$ cat config.mk
export PLATFORM = sky130hd
export DESIGN_NAME = axi_burst_arbiter
export DESIGN_NICKNAME = d
export VERILOG_FILES = /design/src/rtl/axi_burst_arbiter.sv
export SDC_FILE = /design/constraint.sdc
export NUM_CORES = 1
export LEC_CHECK = 0
export ABC_AREA = 1
export CAP_MARGIN = 25
export CORE_MARGIN = 8
export CORE_UTILIZATION = 30
export CTS_CLUSTER_DIAMETER = 50
export DETAILED_ROUTE_END_ITERATION = 10
export PLACE_DENSITY = 0.9
export SYNTH_ARGS = -nofsm -noshare
export SYNTH_HDL_FRONTEND = slang
export SYNTH_SLANG_ARGS = --single-unit
export TNS_END_PERCENT = 5
$ cat constraint.sdc
create_clock -name clk -period 7.15 [get_ports clk]
set_input_delay 1.43 -clock clk [delete_from_list [all_inputs] [get_ports clk]]
set_output_delay 1.43 -clock clk [all_outputs]
set_load 0.02 [all_outputs]
$ cat src/rtl/axi_burst_arbiter.sv
// ---------------------------------------------------------------------------
// axi_burst_arbiter
//
// N-to-1 burst arbiter for one crossbar output beat channel (W or R stream).
// The least-recently-served valid sender wins. Its grant is then locked until
// the beat carrying last=1 has transferred. While locked, the owner's valid,
// last and data are muxed to the output, and the downstream ready is routed
// back to the owner only.
//
// A full LRU rank table is kept: rank 0 is the highest priority, and the
// ranks always form a permutation of 0..SENDER_NUM-1. When a burst
// completes, the owner drops to the lowest priority (SENDER_NUM-1). Every
// sender that ranked below the owner moves up by one.
//
// Handshake: a beat transfers on a rising edge where out_valid && out_ready.
// While the channel is locked, req_ready[g] equals out_ready, so the owner
// sees the same transfer. A sender must hold its beat stable until it
// transfers. The owner may drop valid mid-burst; the grant holds regardless.
//
// Ports:
//   clk        clock, rising edge
//   rst        asynchronous, active-high reset
//   req_valid  per-sender beat valid
//   req_last   per-sender last-beat flag
//   req_data   packed payloads, sender i at [i*DATA_WIDTH +: DATA_WIDTH]
//   req_ready  per-sender ready (only the owner can see it high)
//   out_valid  muxed valid
//   out_last   muxed last
//   out_data   muxed payload
//   out_ready  downstream ready
//   grant      one-hot owner, 0 when idle
//   grant_id   binary owner index, 0 when idle
//   busy       burst locked (this is the FSM state: 0=IDLE, 1=BUSY)
// ---------------------------------------------------------------------------
module axi_burst_arbiter #(
    parameter int SENDER_NUM = 4,
    parameter int DATA_WIDTH = 32,
    parameter int IDX_WIDTH  = $clog2(SENDER_NUM)
) (
    input  logic                             clk,
    input  logic                             rst,
    input  logic [SENDER_NUM-1:0]            req_valid,
    input  logic [SENDER_NUM-1:0]            req_last,
    input  logic [SENDER_NUM*DATA_WIDTH-1:0] req_data,
    output logic [SENDER_NUM-1:0]            req_ready,
    output logic                             out_valid,
    output logic                             out_last,
    output logic [DATA_WIDTH-1:0]            out_data,
    input  logic                             out_ready,
    output logic [SENDER_NUM-1:0]            grant,
    output logic [IDX_WIDTH-1:0]             grant_id,
    output logic                             busy
);

    typedef enum logic {
        IDLE = 1'b0,
        BUSY = 1'b1
    } state_t;

    state_t               state_q, state_d;
    logic [IDX_WIDTH-1:0] g_q, g_d;
    logic [IDX_WIDTH-1:0] rank_q [SENDER_NUM];
    logic [IDX_WIDTH-1:0] rank_d [SENDER_NUM];

    logic                  win_found;
    logic [IDX_WIDTH-1:0]  win_idx;
    logic [IDX_WIDTH-1:0]  win_rank;

    logic                  own_valid;
    logic                  own_last;
    logic [DATA_WIDTH-1:0] own_data;
    logic [IDX_WIDTH-1:0]  own_rank;
    logic                  done;

    // Lowest-rank valid sender. The ranks are a permutation, so the winner is
    // unique and no tie-break is needed.
    always_comb begin
        win_found = 1'b0;
        win_idx   = '0;
        win_rank  = '0;
        for (int i = 0; i < SENDER_NUM; i++) begin
            if (req_valid[i] && (!win_found || rank_q[i] < win_rank)) begin
                win_found = 1'b1;
                win_idx   = IDX_WIDTH'(i);
                win_rank  = rank_q[i];
            end
        end
    end

    // Owner mux. This is purely combinational from g_q, so a locked burst
    // adds no latency per beat.
    always_comb begin
        own_valid = 1'b0;
        own_last  = 1'b0;
        own_data  = '0;
        own_rank  = '0;
        for (int i = 0; i < SENDER_NUM; i++) begin
            if (g_q == IDX_WIDTH'(i)) begin
                own_valid = req_valid[i];
                own_last  = req_last[i];
                own_data  = req_data[i*DATA_WIDTH +: DATA_WIDTH];
                own_rank  = rank_q[i];
            end
        end
    end

    assign done = (state_q == BUSY) && own_valid && out_ready && own_last;

    // Next state and outputs. Every output is zero in IDLE, so an
    // asynchronous reset clears them as soon as state_q drops.
    always_comb begin
        state_d   = state_q;
        g_d       = g_q;
        out_valid = 1'b0;
        out_last  = 1'b0;
        out_data  = '0;
        req_ready = '0;
        grant     = '0;
        grant_id  = '0;
        busy      = 1'b0;
        case (state_q)
            IDLE: begin
                if (win_found) begin
                    g_d     = win_idx;
                    state_d = BUSY;
                end
            end
            BUSY: begin
                busy      = 1'b1;
                grant_id  = g_q;
                out_valid = own_valid;
                out_last  = own_last;
                out_data  = own_data;
                for (int i = 0; i < SENDER_NUM; i++) begin
                    if (g_q == IDX_WIDTH'(i)) begin
                        grant[i]     = 1'b1;
                        req_ready[i] = out_ready;
                    end
                end
                if (done) begin
                    state_d = IDLE;
                end
            end
        endcase
    end

    // LRU update, applied only on a completion edge. The owner goes to the
    // bottom. Senders that ranked below it close the gap it leaves.
    always_comb begin
        for (int j = 0; j < SENDER_NUM; j++) begin
            rank_d[j] = rank_q[j];
            if (done) begin
                if (g_q == IDX_WIDTH'(j)) begin
                    rank_d[j] = IDX_WIDTH'(SENDER_NUM - 1);
                end else if (rank_q[j] > own_rank) begin
                    rank_d[j] = rank_q[j] - 1'b1;
                end
            end
        end
    end

    always_ff @(posedge clk or posedge rst) begin
        if (rst) begin
            state_q <= IDLE;
            g_q     <= '0;
            for (int j = 0; j < SENDER_NUM; j++) begin
                rank_q[j] <= IDX_WIDTH'(j);
            end
        end else begin
            state_q <= state_d;
            g_q     <= g_d;
            for (int j = 0; j < SENDER_NUM; j++) begin
                rank_q[j] <= rank_d[j];
            end
        end
    end

endmodule

==> results.cfg <==
[floorplan]
fp.coreArea_sq_um = 6240
die_height_um = 95.7
die_w_um = 95.7
start_util = 0.305
die-area_sq_um = 9160
num_rows = 29
io_pins = 184

[power]
comb_power_share = 0.857
p_sw_frac = 0.553
clkPwrFrac = 0.038
power_mw = 1.70
power_density_nw_per_um2 = 445
p_switching_mw = 0.940
seq_power_share = 0.105
p_int_mw = 0.761
p_leak_nw = 1.64
vdd_ir_drop_max_v = 0.000262

[timing]
timing.fmax_mhz = 212
skew_ps = 2.66
finalHoldViolCount = 0
slew_headroom = 0.431
worst_slew_pin_slew_ps = 853
finalSetupTns_ps = 0
min_period_ps = 4720
setup_viol = 0
post-route-period-util = 0.660
whs_ps = 534
grt_setup_unrepaired = false
slew_viol_final = 0
timing.final.ws_setup_ps = 2430

[synth]
synth_most_common_cell = nand2_1
async_reset_ff_frac = 1.00
ys.flop_type = dfrtp_1
synth_nets = 482
yosysTopAreaCell = o21ai_0
yosys-top-cells-count = 77 x nand2_1, 61 x o21ai_0, 43 x inv_1
syn_area_per_cell_sq_um = 5.74
synth_edf_count = 0
yosysWarnings = 0
synth_area_leaders = o21ai_0 16%, nand2_1 15%, dfrtp_1 9.2%
ys_types = 27
syn_inst = 332
syn_area_sq_um = 1910
synth_top_area_frac = 0.160
yosysSeqAreaShare = 0.147
ys_seq_elements = 11

[place]
dp_hpwl_um = 8200
io_buffers = 183
dpl-instance-area_sq_um = 3770
gp_congestion = 0.942
dpl.cell_count = 575
dp_slack_ps = 2700

[route]
drc = 0
num_vias = 3022
via_per_inst = 5.22
drtIter0Drc = 158
finalWirelength_um = 10200
routedWlPerCell_um = 17.6
ant_nets = 0
drt_first_pass_iters = 5

[setup_path]
cp_num_buf_inv = 4
reg2regPathDepth = 12
critical_path_peak_fanout = 26
worst_r2r_startpoint = g_q[1]$_DFFE_PP0P_
endpoint_kind = output port
cp_slowest_cell = dfrtp_1
start_kind = flop
path_class = flop to output port
arrival_ps = 3290
crit_family = buffers and inverters
critPathMaxStageDelay_ps = 890
cp_cell_sequence = nor2_1 > buf_4 > inv_1 > o22ai_1 > o21ai_1 > inv_1 > nor2_1 > clkdlybuf4s50_1
worst-path-stages = 8
r2r_slack_ps = 3360
worstReg2RegEnd = rank_q[6]$_DFFE_PP0P_
critPathRequiredTime_ps = 5720

[global_route]
grt_pass1_vias = 2756
grt_util_met3 = 0.0218
met2_usage = 0.363
grt_overflow = 0
grt_usage = 0.193
grt_max_degree = 27
grt_busiest_layer = met2
antenna_found_initial = 0
grtUsageMet1 = 0.232
grt_pass1_wl_um = 14100

[clock_tree]
cts_made_buffers = 3
clk_latency_ps = 240
cts_tree = built
clkTransAtPathRegs_ps = 60
cts_max_path_buffers = 2
post_cts_buffers = 0
cts_sinks = 11
cts_resized = 0
ctsRootBufferMaster = clkbuf_8
postCtsHoldBufs = 0
cts_max_level = 1

[cells_and_area]
antenna_cells = 0
final_cells = 579
drive_gt1_frac = 0.0538
final_cell_area_sq_um = 3820
syn2layout_area_growth_pct = 100
final_util = 0.612
nNetsFinal = 653

[hold_path]
min-delay-start = rank_q[3]$_DFFE_PP1P_
holdPathEnd = rank_q[3]$_DFFE_PP1P_
hold_path.class = flop to flop
hold_depth = 2

[run]
max_cap_violations = 0

[status]
status = finished clean
## cell families after synthesis
kind of cell / count (synthesis) / share of synthesized area
AOI/OAI and AO/OA: 117 / 0.361
buffers and inverters: 66 / 0.132
and+or+nand+nor: 127 / 0.288
adders and majority gates: 11 / 0.0722
DFF: 11 / 0.147
## worst max-delay path by stage
stage                       start            endpoint
2_1_floorplan        req_valid[0]  g_q[0]$_DFFE_PP0P_
3_3_place_gp          req_last[2]            out_last
3_5_place_dp          req_last[2]            out_last
4_1_cts        g_q[1]$_DFFE_PP0P_            out_last
5_1_grt        g_q[1]$_DFFE_PP0P_            out_last
6_report       g_q[1]$_DFFE_PP0P_            out_last
## worst min-delay path: cells and delay by family, from the launching register on
kind / cells / cell delay [ps]
flops: 1 / 390
buf+inv: 1 / 70
compound gates: 1 / 60
## area by class of cell
| class | instances | area [sq um] |
|---|---|---|
| fillers | 538 | 2420 |
| repair buffers | 185 | 1850 |
| multi-input cells | 255 | 1370 |
| flip-flops and latches | 11 | 280 |
| inverters | 47 | 176 |
| well taps | 77 | 96.3 |
| clock buffers | 3 | 41.3 |
| clock inverters | 1 | 5.00 |
## power by group through the flow
stage / combinational, mW / clock [mW] / sequential, mW
after floorplan: 0.890 / 0 / 0.125
after global placement: 1.40 / 0 / 0.176
after detailed placement: 1.45 / 0 / 0.178
after CTS: 1.46 / 0.0640 / 0.177
after global routing: 1.59 / 0.0676 / 0.187
final: 1.46 / 0.0644 / 0.178
## flip-flops by register name, summed over array words and instances (netlist names)
| signal | count |
|---|---|
| state_q | 1 |
| rank_q | 8 |
| g_q | 2 |
## metal layers
metal,wire [um],part of all wire,vias up
met5,0,0,-
met4,88,0.0086,0
met3,767,0.075,9
met2,5420,0.53,133
met1,3910,0.38,1406
li1,-,-,1474
## cell usage in the layout, fill, tap and decap left out
| master | synthesis | layout |
|---|---|---|
| a21oi_1 | 3 | 3 |
| a21oi_2 | 4 | 4 |
| a221oi_1 | 1 | 1 |
| a22oi_1 | 4 | 4 |
| a31oi_1 | 1 | 1 |
| buf_4 | 0 | 2 |
| clkbuf_8 | 0 | 3 |
| clkdlybuf4s50_1 | 0 | 183 |
| clkinv_2 | 0 | 1 |
| dfrtp_1 | 7 | 7 |
| dfstp_2 | 4 | 4 |
| ha_1 | 11 | 11 |
| inv_1 | 43 | 43 |
| inv_2 | 4 | 4 |
| nand2_1 | 77 | 77 |
| nand2_2 | 2 | 2 |
| nand2_4 | 2 | 2 |
| nand3_1 | 22 | 22 |
| nand3_2 | 1 | 1 |
| nor2_1 | 12 | 12 |
| nor2_2 | 2 | 2 |
| nor3_1 | 8 | 8 |
| o211ai_1 | 17 | 17 |
| o21ai_0 | 61 | 61 |
| o21ai_1 | 6 | 6 |
| o21ai_2 | 1 | 1 |
| o221ai_1 | 1 | 1 |
| o22ai_1 | 18 | 18 |
| or2_2 | 1 | 1 |
No activity file was read; power rests on OpenSTA's default activity.
